**src/rtl/out_port_arbiter.sv**
```systemverilog
// rtl/out_port_arbiter.sv - round-robin wormhole allocator for one router output port
module out_port_arbiter #(
    parameter int             NUM_IN  = 5,
    parameter int             PW      = 3,
    parameter logic [PW-1:0]  PORT_ID = '0
) (
    input  logic                 clk,
    input  logic                 rst_n,
    input  logic                 en,
    input  logic [NUM_IN-1:0]    req_valid,
    input  logic [NUM_IN*PW-1:0] req_port,
    input  logic [NUM_IN-1:0]    flit_valid,
    input  logic [NUM_IN-1:0]    flit_tail,
    input  logic                 out_ready,
    output logic [NUM_IN-1:0]    grant,
    output logic [2:0]           grant_idx,
    output logic                 locked,
    output logic                 xfer
);

    // Route code meaning "no route"; never matches even if PORT_ID collides with it.
    localparam logic [PW-1:0] EMPTY = '1;

    typedef enum logic {IDLE, LOCKED} state_t;

    state_t              state;
    logic [2:0]          rr_ptr;
    logic [NUM_IN-1:0]   act;
    logic                found;
    logic [2:0]          pick;
    logic [2:0]          nxt_ptr;
    logic                sel_valid;
    logic                sel_tail;

    for (genvar i = 0; i < NUM_IN; i++) begin : g_act
        assign act[i] = req_valid[i]
                     && (req_port[i*PW +: PW] == PORT_ID)
                     && (req_port[i*PW +: PW] != EMPTY);
    end

    // First active input at or after rr_ptr, wrapping at NUM_IN-1.
    always_comb begin
        found = 1'b0;
        pick  = 3'd0;
        for (int k = 0; k < NUM_IN; k++) begin
            int idx;
            idx = int'(rr_ptr) + k;
            if (idx >= NUM_IN) idx = idx - NUM_IN;
            if (!found && act[idx]) begin
                found = 1'b1;
                pick  = 3'(idx);
            end
        end
    end

    assign nxt_ptr = (pick == 3'(NUM_IN - 1)) ? 3'd0 : pick + 3'd1;

    // grant is one-hot on grant_idx, so masking selects the holder's flit flags.
    assign sel_valid = |(flit_valid & grant);
    assign sel_tail  = |(flit_tail & grant);
    assign xfer      = en && (state == LOCKED) && sel_valid && out_ready;

    always_ff @(posedge clk) begin
        if (!rst_n) begin
            state     <= IDLE;
            grant     <= '0;
            grant_idx <= 3'd0;
            locked    <= 1'b0;
            rr_ptr    <= 3'd0;
        end else if (en) begin
            case (state)
                IDLE: begin
                    if (found) begin
                        state     <= LOCKED;
                        grant     <= NUM_IN'(1) << pick;
                        grant_idx <= pick;
                        locked    <= 1'b1;
                        rr_ptr    <= nxt_ptr;
                    end
                end
                LOCKED: begin
                    if (xfer && sel_tail) begin
                        state     <= IDLE;
                        grant     <= '0;
                        grant_idx <= 3'd0;
                        locked    <= 1'b0;
                    end
                end
                default: begin
                    state     <= IDLE;
                    grant     <= '0;
                    grant_idx <= 3'd0;
                    locked    <= 1'b0;
                end
            endcase
        end
    end

endmodule

```
**config.mk**
```make
export PLATFORM = sky130hd
export DESIGN_NAME = out_port_arbiter
export DESIGN_NICKNAME = d
export VERILOG_FILES = /design/src/rtl/out_port_arbiter.sv
export SDC_FILE = /design/constraint.sdc
export NUM_CORES = 1
export LEC_CHECK = 0
export CAP_MARGIN = 10
export CELL_PAD_IN_SITES_DETAIL_PLACEMENT = 1
export CELL_PAD_IN_SITES_GLOBAL_PLACEMENT = 2
export CORE_MARGIN = 2
export CORE_UTILIZATION = 26
export DETAILED_ROUTE_END_ITERATION = 8
export GPL_TIMING_DRIVEN = 0
export MAX_ROUTING_LAYER = met4
export PLACE_DENSITY_LB_ADDON = 0.1
export SLEW_MARGIN = 20
export SYNTH_ARGS = -nofsm -noshare
export SYNTH_HDL_FRONTEND = slang
export SYNTH_SLANG_ARGS = --single-unit
```
**constraint.sdc**
```tcl
create_clock -name clk -period 3.8 [get_ports clk]
set_clock_uncertainty 0.05 [all_clocks]
set_input_delay 0.76 -clock clk [delete_from_list [all_inputs] [get_ports clk]]
set_output_delay 0.76 -clock clk [all_outputs]
set_load 0.03 [all_outputs]
```
# ---- Word level (Yosys, flattened, before mapping)
# Cells that the tools add are included.
dict set report word_totals {
  reg_bits 13
  inputBits 34
  output_inout_bits 10
}
dict set report op_classes {
  add_sub_neg 10
  n_lt_le_gt_ge 10
  n_eq_ne 8
  shift 1
  n_mux 43
  n_bitwise 3
  reduce_logical 31
}
# op n
set op_table {}
lappend op_table {{32-bit by 5-bit less-than comparator with 1-bit output (second input constant)} 5}
lappend op_table {{32-bit 2-to-1 mux} 5}
lappend op_table {{3-bit 2-to-1 mux} 8}
lappend op_table {{4-bit by 3-bit subtractor with 5-bit output (second input constant)} 4}
lappend op_table {{1-bit 2-to-1 mux} 19}
lappend op_table {{1-bit logical AND} 18}
lappend op_table {{4-bit by 3-bit greater-or-equal comparator with 1-bit output (second input constant)} 4}
lappend op_table {{1-bit binary-select mux with 3-bit select} 5}
lappend op_table {{3-bit logical NOT} 5}
lappend op_table {{3-bit != test (second input constant)} 5}
lappend op_table {{5-bit bitwise AND} 2}
lappend op_table {{5-bit 2-to-1 mux} 2}
lappend op_table {{5-bit one-hot mux with 2 select lines} 1}
lappend op_table {{5-bit OR reduction} 2}
lappend op_table {{3-bit by 2-bit adder with 4-bit output (second input constant)} 2}
lappend op_table {{3-bit one-hot mux with 2 select lines} 1}
lappend op_table {{3-bit AND reduction} 2}
lappend op_table {{1-bit by 3-bit << shifter with 5-bit output (first input constant)} 1}
lappend op_table {{3-bit by 1-bit adder with 4-bit output (second input constant)} 1}
lappend op_table {{3-bit by 3-bit adder with 4-bit output (second input constant)} 1}
lappend op_table {{1-bit logical NOT} 4}
lappend op_table {{1-bit one-hot mux with 2 select lines} 2}
lappend op_table {{3-bit by 3-bit subtractor with 4-bit output (second input constant)} 1}
lappend op_table {{3-bit by 1-bit adder with 3-bit output (second input constant)} 1}
lappend op_table {{5 further kinds} 5}

# ---- Logic depth before layout (Yosys ltp)
# Gate-level depths: netlist of run 1.
dict set report depth {
  depth_word 22
  depth_mapped 19
  ltp_nobuf 16
}

# ---- Least setup slack after synthesis of run 1
# No wires, ideal clock.
dict set report synth_timing {
  kind {register -> register}
  from {register rr_ptr[0]}
  to {register rr_ptr[2]}
  setup_ps 92
  arrival_ps 3682
  t_required_ps 3658
  slack_ps -24
  path_stages_with_launch 20
  path_cell_list {dfxtp_1 > buf_4 > buf_6 > inv_1 > ha_1 > inv_1 > ha_1 > buf_2 > a211oi_1 > o22ai_1 > mux2i_1 > or3b_2 > nand4_1 > o221ai_1 > a21oi_1 > inv_1 > ha_1 > a21bo_2 > o21ai_1 > o32ai_1}
}
dict set report synth_via {
  elab_chain_len 20
}
# item line_no
set synth_lines {}
lappend synth_lines {{start: declaration} 27} ;# logic [2:0] rr_ptr;
lappend synth_lines {{start signal: assignment} 78} ;# rr_ptr <= nxt_ptr;
lappend synth_lines {{parallel branches: the longest is 20 deep, another holds 4-bit by 3-bit subtractor with 5-bit output} -}
# Parallel ways; which one is timed is not known. The select of a mux whose other input is x is not followed.
# A chain may end at the register's enable or synchronous reset.

# ---- Worst setup path after layout of run 1
dict set report layout_timing {
  from {register rr_ptr[0]}
  to {register grant[4]}
}
dict set report layout_via {
  elab_chain_len 21
}
# item line_no
set layout_lines {}
lappend layout_lines {{parallel branches: the longest is 21 deep, another holds 4-bit by 3-bit subtractor with 5-bit output} -}
lappend layout_lines {{end signal: assignment} 75} ;# grant <= NUM_IN'(1) << pick;
lappend layout_lines {{end: declaration} 15} ;# output logic [NUM_IN-1:0] grant,
# Parallel ways; which one is timed is not known. The select of a mux whose other input is x is not followed.

==> run_results.csv, run 1 <==
group,metric,value,unit
critical_path,worst_ep_required_time,3.89,ns
placement,dp.cells,340,
placement,placement.io_buffers,43,
placement,dp_slack,-0.954,ns
pwr,vdd_ir_drop_max,0.271,mV
pwr,power_frac_comb,77.7,%
final_layout,design_area,2980,sq um
global_route,overflow,0,
critical_path,cp.depth,17,
critical_path,r2r_slack,0.1,ns
synth,synthFlopType,"dfxtp_1",
final_layout,diodes,0,
pwr,report.power.total,1380,uW
synth,ys_async_sr_fraction,0,%
synth,synthTopCellsByArea,"dfxtp_1 14%, ha_1 13%, mux2i_1 5.6%",
synth,synthTopCellsByCount,"19 x a21oi_1, 18 x ha_1, 13 x dfxtp_1, 13 x inv_1, 11 x nand2_1",
critical_path,cp_cell_sequence,"buf_8 -> buf_8 -> clkinvlp_4 -> ha_4 -> inv_2 -> ha_4 -> o31a_1 -> o22ai_4 -> mux2_4 -> nand3_4 -> nand4_1 -> buf_4 -> o311a_1 -> buf_6 -> and2_4 -> buf_6 -> a32o_1",
worst_hold_path,hold_path.class,"flop to flop",
clocking,tritoncts,"done",
die,fp.dieH,87.2,um
final_layout,drive_above_1_share,36.4,%
critical_path,cpLargestDelayFamily,"compound AO/OA/AOI/OAI gates",
job,drv_cap,0,
critical_path,r2r-start,"rr_ptr[0]",
critical_path,end_kind,"flop",
sta,hold_viol_final,0,
synth,syn_avg_cell_area,8.30,sq um
placement,dpl.hpwl,4910,um
synth,synth_top_area_share,14.5,%
placement,routabilityCongestion,0.785,
global_route,antenna_found_initial,0,
sta,maxSlewViolCount,0,
die,die_area,7610,sq um
route,via_per_inst,5.43,
global_route,track_usage,18.2,%
critical_path,startpoint,"rr_ptr[0]",
sta,postLayoutSetupSlackWorst,0.0951,ns
global_route,grt_pass1_wl,10600,um
clocking,clkSinkCount,13,
clocking,clock_latency,0.25,ns
sta,achievable-frequency,0.270,GHz
global_route,first_global_vias,2051,
sta,finalSetupViolCount,0,
route,antenna_left,0,
synth,synth-seq-cells,13,
critical_path,critPathMaxFanout,10,
critical_path,critical_path_arrival,3.80,ns
clocking,hold_buffers,0,
critical_path,worstSetupStartpointType,"flop",
synth,yosysWarningCount,0,
clocking,clk_path_buf_depth,2,
clocking,clk_pin_slew,0.06,ns
synth,syn_inst,217,
route,drt_iter0_markers,74,
route,totalWireLength,6800,um
pwr,p_per_area,464,nW/um^2
sta,tightest_slew,0.508,ns
synth,syn_nets,269,
clocking,cts_root_buf,"clkbuf_8",
synth,ys_types,65,
critical_path,worst-setup-path-type,"flop to flop",
final_layout,fin_cells,371,
clocking,h-tree-depth,1,
pwr,sequentialPowerShare,13.2,%
final_layout,syn2layout_area_growth,65.5,%
die,rows,30,
pwr,p_leak,0.00114,uW
die,fp.dieW,87.2,um
critical_path,r2r-end,"grant[4]",
die,coreArea,6760,sq um
placement,placed_area,2340,sq um
pwr,sw_frac_of_total,45.3,%
critical_path,cpPeakStageDelay,0.37,ns
pwr,internal_power,757,uW
critical_path,critical_path_buf_inv_count,7,
global_route,grt_max_degree,13,
route,num_vias,2014,
synth,synth_edf_count,0,
die,start_util,26.6,%
synth,yosysMostFrequentCell,"a21oi_1",
route,first_pass_iters,4,
critical_path,crit_slowest_cell,"dfxtp_4",
outcome,run_status,"completed",
pwr,clkPwrFrac,9.1,%
final_layout,num-fill-cells,771,
sta,finalCritPeriodShare,97.5,%
route,drc,0,
pwr,p_switching,626,uW
route,avgRoutedWirePerCell,18.3,um
clocking,cts_buffers,3,
critical_path,r2r_cells,17,
final_layout,final_nets,344,
critical_path,timing.critical_path.to,"grant[4]",
die,io_pins,44,
sta,slew_headroom,65.8,%
synth,ys_seq_area_share,14.5,%
synth,synth_top_area_cell,"dfxtp_1",
synth,synth_area,1800,sq um
sta,min_period,3.70,ns
==> through the flow <==
| step | hold slack, ns | util (%) | setup TNS [ns] |
|---|---|---|---|
| after global placement | 0.415 | 34.6 | -7.44 |
| after detailed placement | 0.422 | 34.6 | -5.59 |
| after global routing | 0.464 | 44.1 | -0.205 |
| after CTS | 0.446 | 39.6 | 0 |
| final | 0.441 | 44.1 | 0 |
| after floorplan | 0.425 | - | 0 |
==> layout by cell type, fill, tap and decap left out, types with 4 or more instances in the layout <==
cell / count
a21oi_1: 17
a22o_1: 5
a32o_1: 4
buf_4: 27
buf_6: 5
clkdlybuf4s50_1: 43
dfxtp_1: 10
ha_1: 11
ha_4: 6
inv_1: 7
inv_2: 4
mux2i_1: 10
nand2_1: 10
nand3_1: 7
nor2_1: 10
nor3_1: 5
nor4b_4: 5
o21ai_0: 4
==> state kept, by name (all words and copies together), names as in the netlist <==
register,flops
state,1
rr_ptr,3
grant,5
grant_idx,3
locked,1
==> cell type report <==
| cell class | count | area [sq um] | area share [%] |
|---|---|---|---|
| Multi-Input combinational cell | 182 | 1780 | 59.7 |
| Sequential cell | 13 | 269 | 9.03 |
| Inverter | 13 | 56.3 | 1.89 |
| Clock buffer | 4 | 45.0 | 1.51 |
| Tap cell | 80 | 100 | 3.36 |
| Buffer | 9 | 92.6 | 3.11 |
| Timing Repair Buffer | 70 | 637 | 21.4 |
==> power groups by stage <==
stage	Combinational (uW)	Sequential [uW]	Clock (uW)
5_1_grt	1170	186	135
3_5_place_dp	695	187	0
4_1_cts	845	190	130
6_report	1070	183	126
2_1_floorplan	474	200	0
3_3_place_gp	694	189	0
==> how the worst min path moves through the flow <==
stage	startpoint	endpoint	slack, ns	cells past startpoint
CTS	grant_idx[0]	grant_idx[0]	0.45	2
finish	grant_idx[1]	grant_idx[1]	0.44	1
global route	grant_idx[1]	grant_idx[1]	0.46	1
detailed placement	grant_idx[1]	grant_idx[1]	0.42	1
global placement	grant_idx[1]	grant_idx[1]	0.42	1
floorplan	state	state	0.43	2
==> kinds of logic after synthesis <==
| kind of cell | Yosys count | share of synthesized area, % |
|---|---|---|
| xor+xnor | 4 | 1.95 |
| buf+inv | 22 | 6.53 |
| mux | 14 | 8.06 |
| flops | 13 | 14.5 |
| simple gates | 73 | 25.9 |
| compound gates | 73 | 30.6 |
| fa+ha+maj | 18 | 12.5 |
==> routing by layer <==
layer / vias up / global-route usage (%) / part of all wire (%)
li1: 1000 / - / -
met1: 978 / 24.1 / 47
met2: 30 / 30.5 / 50
met3: 6 / 1.04 / 2.5
met4: 0 / 3.92 / 0.85
met5: - / - / 0
==> worst reg2reg max path, delay by kind of cell (launching register included) <==
family	cells	cell delay, ns
AOI/OAI and AO/OA	4	1.08
buffers and inverters	7	0.88
and+or+nand+nor	3	0.45
DFF	1	0.37
adders and majority gates	2	0.39
muxes	1	0.36
==> repair_timing <==
item                                    in CTS  in global routing
endpoints found under the setup margin      12                 10
buffers inserted                            15                 12
pin swaps                                    8                 20
gates resized for setup                     39                 37
gates cloned                                 0                  0
Note: power is estimated with default switching activity, not from simulation.
==> inputs of run 2 (changes only) <==
--- a/config.mk
+++ b/config.mk
@@ -14,6 +14,7 @@
 export GPL_TIMING_DRIVEN = 0
 export MAX_ROUTING_LAYER = met4
 export PLACE_DENSITY_LB_ADDON = 0.1
+export SETUP_SLACK_MARGIN = 0.15
 export SLEW_MARGIN = 20
 export SYNTH_ARGS = -nofsm -noshare
 export SYNTH_HDL_FRONTEND = slang
==> run 2 against run 1 <==
Worst setup slack got worse by 0.0030 ns. First-iteration DRC count increased by 12%. Largest cell class unchanged. Die area unchanged. Routed wire length increased by 4.4%. Critical path type unchanged. Sequential power about the same. Utilization increased by 0.87 points. Largest power group unchanged. Total power increased by 3.0%.
==> run_results.csv, run 2 (synthesis gave the netlist of run 1 again) <==
group,metric,value,unit
clocking,tritoncts,"done",
route,num_vias,2076,
sta,postLayoutSetupSlackWorst,0.0920,ns
clocking,clk_pin_slew,0.06,ns
die,start_util,26.6,%
worst_hold_path,hold_path.class,"flop to flop",
die,coreArea,6760,sq um
placement,placement.io_buffers,43,
route,totalWireLength,7100,um
final_layout,final_nets,349,
die,fp.dieH,87.2,um
clocking,cts_buffers,3,
final_layout,diodes,0,
clocking,cts_root_buf,"clkbuf_8",
sta,min_period,3.71,ns
sta,fin_hold_ws,0.437,ns
global_route,track_usage,18.9,%
final_layout,syn2layout_area_growth,68.8,%
die,rows,30,
job,drv_cap,0,
sta,tightest_slew,0.480,ns
sta,rsz0062_at_grt,"true",
global_route,overflow,0,
placement,routabilityCongestion,0.767,
pwr,p_per_area,469,nW/um^2
die,io_pins,44,
final_layout,regMostFlops,"grant",
critical_path,end_kind,"flop",
clocking,clkSinkCount,13,
route,antenna_left,0,
route,met2_length,3600,um
route,drt_iter0_markers,83,
die,fp.dieW,87.2,um
critical_path,critical_path_arrival,3.82,ns
pwr,p_leak,0.00116,uW
route,wl_met3,186,um
route,drt-met1-wl,3240,um
placement,dp_slack,-0.724,ns
sta,hold_viol_final,0,
sta,finalCritPeriodShare,97.6,%
die,die_area,7610,sq um
critical_path,critPathMaxFanout,10,
sta,maxSlewViolCount,0,
clocking,h-tree-depth,1,
placement,dpl.hpwl,5020,um
clocking,hold_buffers,0,
placement,placed_area,2360,sq um
sta,achievable-frequency,0.270,GHz
final_layout,layout.cells.most_common_list,"43 x clkdlybuf4s50_1, 28 x buf_4, 16 x a21oi_1",
global_route,first_global_vias,2108,
route,via_per_inst,5.52,
global_route,antenna_found_initial,0,
final_layout,largest_reg_flops,5,
route,drc,0,
clocking,clk_path_buf_depth,2,
sta,finalSetupViolCount,0,
critical_path,worst-setup-path-type,"flop to flop",
pwr,report.power.total,1420,uW
final_layout,reg_top3,"grant x5, grant_idx x3, rr_ptr x3",
critical_path,r2r_slack,0.09,ns
pwr,vdd_ir_drop_max,0.382,mV
global_route,grt_max_degree,11,
route,avgRoutedWirePerCell,18.9,um
route,highest_layer,"met4",
clocking,clock_latency,0.25,ns
final_layout,layout_commonest_cell,"clkdlybuf4s50_1",
final_layout,drive_above_1_share,38.2,%
critical_path,worst_ep_required_time,3.91,ns
global_route,grt_pass1_wl,11000,um
outcome,run_status,"completed",
final_layout,design_area,3040,sq um
critical_path,worstSetupStartpointType,"flop",
sta,slew_headroom,67.9,%
route,first_pass_iters,4,
[run 2: repair_timing]
item,in CTS,in global routing
setup buffers,25,7
gates resized for setup,58,19
pin swaps,18,22
setup endpoints to repair,13,10
[run 2: layout make-up]
type                            count  area [sq um]
Clock buffer                        4          45.0
Sequential cell                    13           269
Timing Repair Buffer               75           686
Multi-Input combinational cell    182          1790
Buffer                              9          96.3
Fill cell                         768          3720
Inverter                           13          56.3
Tap cell                           80           100
[run 2: per-stage QoR]
stage,setup TNS [ns],util [%],instances
6_report,0,45.0,376
5_1_grt,-0.0348,45.0,376
4_1_cts,0,42.8,369
3_5_place_dp,-4.62,34.9,340
3_3_place_gp,-6.69,34.7,340
2_1_floorplan,0,-,217
[run 2: final timing paths]
check,startpoint,end,cells after the start
worst max-delay path,rr_ptr[0],rr_ptr[2],17
worst min-delay path,grant_idx[2],grant_idx[2],1
worst max register to register,rr_ptr[0],rr_ptr[2],17
worst min register to register,grant_idx[2],grant_idx[2],1
[run 2: worst max-delay path: stages, from the launching register on]
cell and delay [ns]:
dfxtp_4 0.37, buf_8 0.10, buf_8 0.09, clkinvlp_4 0.15
ha_4 0.31, buf_6 0.15, inv_1 0.12, o21ai_1 0.26
a31oi_4 0.16, buf_4 0.16, or3b_4 0.40, and3_4 0.21
o221ai_2 0.19, a21oi_2 0.12, buf_4 0.17, ha_4 0.16
ha_4 0.21, o32ai_2 0.24
[run 2: routing by layer]
metal,track usage [%],vias to the layer above
li1,-,1008
met3,1.52,7
met5,-,-
met1,24.1,1028
met2,33.1,33
met4,3.08,0
[run 2: power breakdown]
part	leakage (uW)	switching (uW)	internal, uW
Clock	0.0000228	54.4	74.3
Sequential	0.000107	21.7	160
Combinational	0.00103	566	548
Total	0.00116	642	782
